## src/rtl/uart_tx_core.sv

```systemverilog
// uart_tx_core: UART transmitter (start, DATA_W bits LSB first, STOP_BITS stop bits).
// Define UART_TX_PARITY_EN to insert a parity bit after the data bits.
module uart_tx_core #(
    parameter int DATA_W       = 8,
    parameter int CLKS_PER_BIT = 16,
    parameter int STOP_BITS    = 1,
    parameter int PARITY_ODD   = 0
) (
    input  logic              clk,
    input  logic              reset,
    input  logic [DATA_W-1:0] tx_data,
    input  logic              tx_valid,
    output logic              tx_ready,
    output logic              tx,
    output logic              busy,
    output logic              done
);
    localparam int CW = $clog2(CLKS_PER_BIT);

    typedef enum logic [2:0] {IDLE, START, DATA, PARITY, STOP} state_t;

    state_t            r_state;
    state_t            w_next;
    logic [CW-1:0]     r_cnt;
    logic [3:0]        r_bit;
    logic [DATA_W-1:0] r_shift;
    logic              r_done;
    logic              w_last;
    logic              w_accept;
    logic              w_data_end;
    logic              w_stop_end;

    assign w_last     = r_cnt == CW'(CLKS_PER_BIT - 1);
    assign w_accept   = tx_valid && r_state == IDLE;
    assign w_data_end = w_last && r_bit == 4'(DATA_W - 1);
    assign w_stop_end = w_last && r_bit == 4'(STOP_BITS - 1);

    always_comb begin
        w_next = r_state;
        case (r_state)
            IDLE:    if (tx_valid) w_next = START;
            START:   if (w_last) w_next = DATA;
`ifdef UART_TX_PARITY_EN
            DATA:    if (w_data_end) w_next = PARITY;
            PARITY:  if (w_last) w_next = STOP;
`else
            DATA:    if (w_data_end) w_next = STOP;
`endif
            STOP:    if (w_stop_end) w_next = IDLE;
            default: w_next = IDLE;
        endcase
    end

    always_ff @(posedge clk or posedge reset) begin
        if (reset) r_state <= IDLE;
        else       r_state <= w_next;
    end

    // r_bit counts data bits in DATA and stop bits in STOP
    always_ff @(posedge clk or posedge reset) begin
        if (reset) begin
            r_cnt   <= '0;
            r_bit   <= '0;
            r_shift <= '0;
            r_done  <= 1'b0;
        end else begin
            r_done <= r_state == STOP && w_stop_end;
            r_cnt  <= (r_state == IDLE || w_last) ? '0 : r_cnt + 1'b1;
            if (w_accept)
                r_shift <= tx_data;
            else if (r_state == DATA && w_last)
                r_shift <= r_shift >> 1;
            if ((r_state == DATA && w_data_end) || (r_state == STOP && w_stop_end))
                r_bit <= '0;
            else if (w_last && (r_state == DATA || r_state == STOP))
                r_bit <= r_bit + 1'b1;
        end
    end

`ifdef UART_TX_PARITY_EN
    logic r_par;

    always_ff @(posedge clk or posedge reset) begin
        if (reset)         r_par <= 1'b0;
        else if (w_accept) r_par <= ^tx_data ^ 1'(PARITY_ODD);
    end

    assign tx = r_state == START  ? 1'b0 :
                r_state == DATA   ? r_shift[0] :
                r_state == PARITY ? r_par : 1'b1;
`else
    assign tx = r_state == START ? 1'b0 :
                r_state == DATA  ? r_shift[0] : 1'b1;
`endif

    assign busy     = r_state != IDLE;
    assign tx_ready = r_state == IDLE;
    assign done     = r_done;
endmodule

```

## config.mk

```make
export PLATFORM = sky130hd
export DESIGN_NAME = uart_tx_core
export DESIGN_NICKNAME = d
export VERILOG_FILES = /design/src/rtl/uart_tx_core.sv
export SDC_FILE = /design/constraint.sdc
export NUM_CORES = 1
export LEC_CHECK = 0
export BUFFER_PORTS_ARGS = -buffer_cell sky130_fd_sc_hd__buf_2
export CORE_MARGIN = 10
export CORE_UTILIZATION = 50
export CTS_CLUSTER_DIAMETER = 30
export CTS_CLUSTER_SIZE = 12
export DETAILED_ROUTE_END_ITERATION = 16
export GPL_TIMING_DRIVEN = 0
export PLACE_DENSITY = 0.74
export SYNTH_ARGS = -nofsm -noshare
export SYNTH_HDL_FRONTEND = slang
export SYNTH_SLANG_ARGS = --single-unit
```

## constraint.sdc

```tcl
create_clock -name clk -period 1.6 [get_ports clk]
set_input_delay 0.32 -clock clk [delete_from_list [all_inputs] [get_ports clk]]
set_output_delay 0.32 -clock clk [all_outputs]
set_load 0.02 [all_outputs]
```

==> flow_summary.json, run 1 <==
{
  "status": "complete, but fails checks",
  "violations": "negative setup slack",
  "seqCellArea_sq_um": 502,
  "drt_iter0_drc": 39,
  "crit_chain": "buf_8 -> nor2b_4 -> o21bai_1 -> buf_4",
  "cp_num_buf_inv": 2,
  "cts_buffers": 3,
  "hold_violations": 0,
  "dieArea_sq_um": 4910,
  "rsz0062_at_grt": "yes",
  "cts_tree": "built",
  "tightest_slew_ps": 759,
  "drive_above_1_share_pct": 50.0,
  "powerDensity_nw_per_um2": 1350,
  "p_comb_share_pct": 48.2,
  "dpl.hpwl_um": 1850,
  "cts_sinks": 20,
  "synth_xor_area_share_pct": 2.69,
  "rrSetupSlack_ps": 0,
  "synth_cell_types": 45,
  "setup_viol": 4,
  "seq_area_frac_synth_pct": 39.9,
  "netSwitchingFraction_pct": 38.0,
  "syn-cell-area_sq_um": 1250,
  "pre_cts_ws_ps": 12.3,
  "fin_worst_skew_ps": 3.77,
  "cp.arrival_ps": 1370,
  "die_w_um": 70.1,
  "antenna_found_initial": 0,
  "fmax_ghz": 0.591,
  "grt_pass1_vias": 982,
  "worst-setup-path-type": "register to output port",
  "power.switching_uw": 850,
  "yosys_warnings": 0,
  "synth_compound_area_share_pct": 21.7,
  "worst_slack_ps": -91.9,
  "slew_violations": 0,
  "clk_pin_slew_worst_paths_ps": 120,
  "maxCapViolCount": 0,
  "synthSimpleGateAreaFrac_pct": 26.2,
  "hold_path_class": "input pin to asynchronous set/reset pin",
  "synthAdderAreaFrac_pct": 2.99,
  "root_buffer": "clkbuf_4",
  "row_count": 18,
  "timing.rr.end": "r_shift[6]",
  "synthesis.nets": 132,
  "coreArea_sq_um": 2430,
  "drt_pass1_iterations": 4,
  "async_flop_share_pct": 100,
  "finalCritPeriodShare_pct": 106,
  "p_leak_uw": 0.000715,
  "syn_inst": 118,
  "drc": 0,
  "crit_family": "flip-flops",
  "grt_overflow": 0,
  "globalplace.congestion": 0.788,
  "layout.nets": 169,
  "grt_first_pass_wirelength_um": 4490,
  "vias": 1059,
  "max_stage_delay_ps": 470,
  "worst_ep_required_time_ps": 1280,
  "drt.antenna.violating_nets": 0,
  "pwr-share-clk_pct": 14.0,
  "ir_worst_vdd_mv": 1.03,
  "most-common-layout-cells": "19 x dfrtp_1, 19 x buf_4, 12 x nand2_1",
  "critPathCapture": "tx",
  "clockBufferDepth": 2,
  "io_buffers": 14,
  "critPathLaunchType": "register",
  "slew_headroom_pct": 49.4,
  "avgViaCountPerCell": 5.76,
  "setup_tns_ps": -159,
  "r2r_cells": 5,
  "area_growth_pct": 31.6,
  "wl_per_cell_um": 15.5,
  "dp_cells": 162,
  "cts-htree-levels": 1,
  "path_depth": 4,
  "power_frac_seq_pct": 37.9,
  "critPathLaunch": "r_state[0]",
  "r2r-start": "r_state[0]",
  "io_pins": 15,
  "clk_latency_ps": 320,
  "crit_fanout": 3,
  "num-fill-cells": 191,
  "avgSynthCellArea_sq_um": 10.6,
  "cp_slowest_cell": "dfrtp_2",
  "fin_crit_ps": 1690,
  "die_h_um": 70.1,
  "initial_utilization_pct": 51.6,
  "grt_max_degree": 21,
  "totalPowerFinal_uw": 2240,
  "grt_usage_pct": 10.8,
  "stdcell_count": 184,
  "synth_top_family_by_area": "simple AND/OR/NAND/NOR gates",
  "ctsHoldBuffers": 0,
  "num_antenna_cells": 0,
  "muxShareOfSynthArea_pct": 0,
  "synth_enable_flop_cells": 0,
  "p_int_uw": 1390,
  "multi_input_area_sq_um": 742,
  "synth.ff_latch_count": 20,
  "synth_ff_type": "dfrtp_1",
  "wirelength_um": 2860,
  "endpoint_kind": "output port"
}
## per-stage QoR
| stage | util [%] | hold WS [ps] | area, sq um |
|---|---|---|---|
| 4_1_cts | 61.9 | 147 | 1510 |
| 3_3_place_gp | 56.0 | 487 | 1360 |
| 6_report | 67.9 | 113 | 1650 |
| 3_5_place_dp | 56.0 | 493 | 1360 |
| 5_1_grt | 67.9 | 170 | 1650 |
| 2_1_floorplan | - | 284 | 1250 |
## cell families (layout without fill, tap and decap cells)
family / after synthesis / count (layout)
and+or+nand+nor: 50 / 50
xor gates and xnor gates: 3 / 3
buffers and inverters: 14 / 50
adders and majority gates: 3 / 3
DFF: 20 / 20
AOI/OAI and AO/OA: 28 / 28
## repair_timing
item	in CTS	in global routing
buffers inserted	6	13
setup endpoints to repair	4	16
pin swaps	4	6
gates resized for setup	14	13
## synthesized netlist by cell type (2+ instances only)
master | instances | area (sq um)
nor2_1 | 2 | 7.51
nand4b_1 | 2 | 17.5
a21oi_1 | 6 | 30.0
ha_1 | 3 | 37.5
o41ai_2 | 2 | 32.5
inv_1 | 6 | 22.5
nand2_2 | 6 | 37.5
o211ai_2 | 6 | 75.1
o31ai_1 | 2 | 15.0
buf_2 | 2 | 10.0
buf_4 | 3 | 22.5
buf_6 | 2 | 22.5
nand3_1 | 10 | 50.1
and3_1 | 2 | 12.5
xnor2_1 | 2 | 17.5
nand2_1 | 12 | 45.0
nor3_1 | 2 | 10.0
and4b_1 | 2 | 20.0
dfrtp_1 | 20 | 500
## layout make-up
cell class              instances  area share, %
well taps                      30           2.27
inverters                       7           1.59
repair buffers                 33           14.5
plain buffers                   6           4.09
multi-input cells              84           44.9
clock buffers                   4           2.20
flip-flops and latches         20           30.4
## power by group through the flow
stage	clock, uW	combinational, uW	sequential (uW)
after floorplan	0	649	794
after global placement	0	773	816
after detailed placement	0	795	827
after CTS	308	1010	816
after global routing	336	1190	879
final	312	1080	847
## registers in the layout (all words and copies together), names as in the netlist
name	count
done	1
r_shift	8
r_state	3
r_bit	4
r_cnt	4
## worst reg2reg max path, stage by stage, from the launching register on
cell and delay, ps:
dfrtp_2 470, buf_4 190, or4b_4 540, buf_6 160, nand2_2 70, o211ai_2 70
## per-layer routing
layer	vias up	global-route usage, %	share of wire [%]
met2	20	16.4	48
met3	4	2.54	4.0
met5	-	0	0
met4	0	5.48	1.2
met1	522	13.7	46
li1	513	-	-
## worst min-delay path by stage
stage          slack (ps)         end
2_1_floorplan         280        done
3_3_place_gp          490  r_shift[6]
3_5_place_dp          490  r_shift[6]
4_1_cts               150  r_shift[6]
5_1_grt               170    r_cnt[0]
6_report              110  r_shift[6]
(Power assumes the default switching activity.)
==> run 2, diff against run 1 <==
--- a/config.mk
+++ b/config.mk
@@ -6,12 +6,12 @@
 export NUM_CORES = 1
 export LEC_CHECK = 0
 export BUFFER_PORTS_ARGS = -buffer_cell sky130_fd_sc_hd__buf_2
+export CORE_ASPECT_RATIO = 0.8
 export CORE_MARGIN = 10
 export CORE_UTILIZATION = 50
 export CTS_CLUSTER_DIAMETER = 30
 export CTS_CLUSTER_SIZE = 12
 export DETAILED_ROUTE_END_ITERATION = 16
-export GPL_TIMING_DRIVEN = 0
 export PLACE_DENSITY = 0.74
 export SYNTH_ARGS = -nofsm -noshare
 export SYNTH_HDL_FRONTEND = slang
==> run 2 against run 1 <==
Net effect: the run still ends with negative setup slack left; total power fell by 6.1%; routed wire length rose by 7.1%; via count rose by 1.0%; count of clock-buffer cells in the layout fell by 1; critical path depth did not move.
==> flow_summary.json, run 2 (synthesized netlist as in run 1, its figures left out) <==
{
  "status": "complete, but fails checks",
  "violations": "negative setup slack",
  "grt_pass1_vias": 1037,
  "cts_buffers": 3,
  "pre_cts_ws_ps": 18.2,
  "grt_max_degree": 21,
  "clk_latency_ps": 300,
  "avgViaCountPerCell": 5.63,
  "largest_reg_flops": 8,
  "cts_sinks": 20,
  "slew_headroom_pct": 71.2,
  "finalCritPeriodShare_pct": 102,
  "critPathLaunchType": "register",
  "crit_fanout": 5,
  "root_buffer": "clkbuf_4",
  "tightest_slew_ps": 429,
  "setup_viol": 2,
  "antenna_found_initial": 0,
  "wirelength_um": 3060,
  "coreArea_sq_um": 2420,
  "rsz0062_at_grt": "yes",
  "powerDensity_nw_per_um2": 1270,
  "slew_violations": 0,
  "endpoint_kind": "output port",
  "final_common_cell": "buf_4",
  "globalplace.congestion": 0.826,
  "cp.arrival_ps": 1310,
  "worst_slack_ps": -34.1,
  "hold_path_class": "input pin to asynchronous set/reset pin",
  "critPathLaunch": "r_state[0]",
  "vias": 1070,
  "worst_ep_required_time_ps": 1280,
  "maxCapViolCount": 0,
  "fin_crit_ps": 1630,
  "drc": 0,
  "dp_cells": 175,
  "die_w_um": 76.0,
  "drt_iter0_drc": 76,
  "cts-htree-levels": 1,
  "reg_top3": "r_shift x8, r_bit x4, r_cnt x4",
  "fin_worst_skew_ps": 2.80,
  "dieArea_sq_um": 4930,
  "initial_utilization_pct": 51.8,
  "drive_above_1_share_pct": 51.9,
  "stdcell_count": 190,
  "cts_tree": "built",
  "wl_per_cell_um": 16.1,
  "drt_pass1_iterations": 4,
  "r2r_cells": 5,
  "top_register": "r_shift",
  "clk_pin_slew_worst_paths_ps": 110,
  "io_buffers": 14,
  "hold_violations": 0,
  "num-fill-cells": 175,
  "grt_usage_pct": 11.9,
  "worst-setup-path-type": "register to output port",
  "drt.antenna.violating_nets": 0,
  "grt_overflow": 0,
  "fmax_ghz": 0.612,
  "ir_worst_vdd_mv": 0.804,
  "layout.nets": 170,
  "clockBufferDepth": 2,
  "num_antenna_cells": 0,
  "row_count": 16,
  "most-common-layout-cells": "21 x buf_4, 17 x dfrtp_1, 12 x nand2_1",
  "grt_first_pass_wirelength_um": 4910,
  "r2r-start": "r_state[0]",
  "area_growth_pct": 32.0,
  "p_leak_uw": 0.000696,
  "die_h_um": 64.8,
  "post-route-util_pct": 68.4,
  "dpl.hpwl_um": 2070,
  "io_pins": 15
}
-- run 2: cell count changes in the layout (fill, tap and decap cells not counted), moves of 2 or more --
cell,delta
ha_2,-2
o41ai_2,+2
a21oi_2,+2
ha_1,+2
dfrtp_2,+2
a21oi_1,-2
dfrtp_1,-2
buf_4,+2
buf_6,+2
-- run 2: path summary, 6_finish.rpt --
check / end / slack (ps)
min in group clk: r_shift[2] / 210
worst min-delay path: r_shift[2] / 20
max in group asynchronous: r_state[2] / 1350
worst min register to register: r_cnt[0] / 510
worst max register to register: r_bit[2] / 30
worst max-delay path: tx / -30
-- run 2: final cells by class --
cell class,count,area [sq um],share of cell area (%)
multi-input cells,84,756,45.6
inverters,7,26.3,1.59
well taps,36,45.0,2.72
clock buffers,3,22.5,1.36
repair buffers,40,303,18.3
flip-flops and latches,20,504,30.4
-- run 2: metrics by stage --
stage,setup TNS [ps],power [uW],area (sq um),hold WS (ps)
floorplan,0,1440,1250,284
global placement,0,1620,1420,357
detailed placement,0,1660,1420,363
CTS,-93.5,2020,1530,29.8
global route,-324,2240,1660,47.4
finish,-45.6,2100,1660,20.9
-- run 2: where the power goes --
part,leakage [uW],switching [uW],internal [uW],total (uW)
registers,0.000249,183,679,862
clock network,0.0000138,151,88.0,239
logic,0.000434,483,517,1000
-- run 2: layer usage --
metal / vias to the layer above / track usage [%] / wire length, um
met5: - / 0 / 0
met1: 528 / 15.2 / 1370
met4: 0 / 3.77 / 32
met3: 5 / 4.13 / 162
li1: 516 / - / -
met2: 21 / 18.4 / 1500
-- run 2: timing repair --
| item | 4_1_cts | 5_1_grt |
|---|---|---|
| pin swaps | 3 | 9 |
| gates resized for setup | 12 | 17 |
| hold buffers | 0 | 0 |
| setup endpoints to repair | 5 | 15 |
| endpoints found under the hold margin | 0 | 0 |
| buffers inserted | 6 | 6 |
-- run 2: worst max-delay path, cell delays in order (launching register included) --
cell and delay, ps:
dfrtp_2 480, buf_6 140, nor3b_2 130, o21bai_1 90, buf_4 160
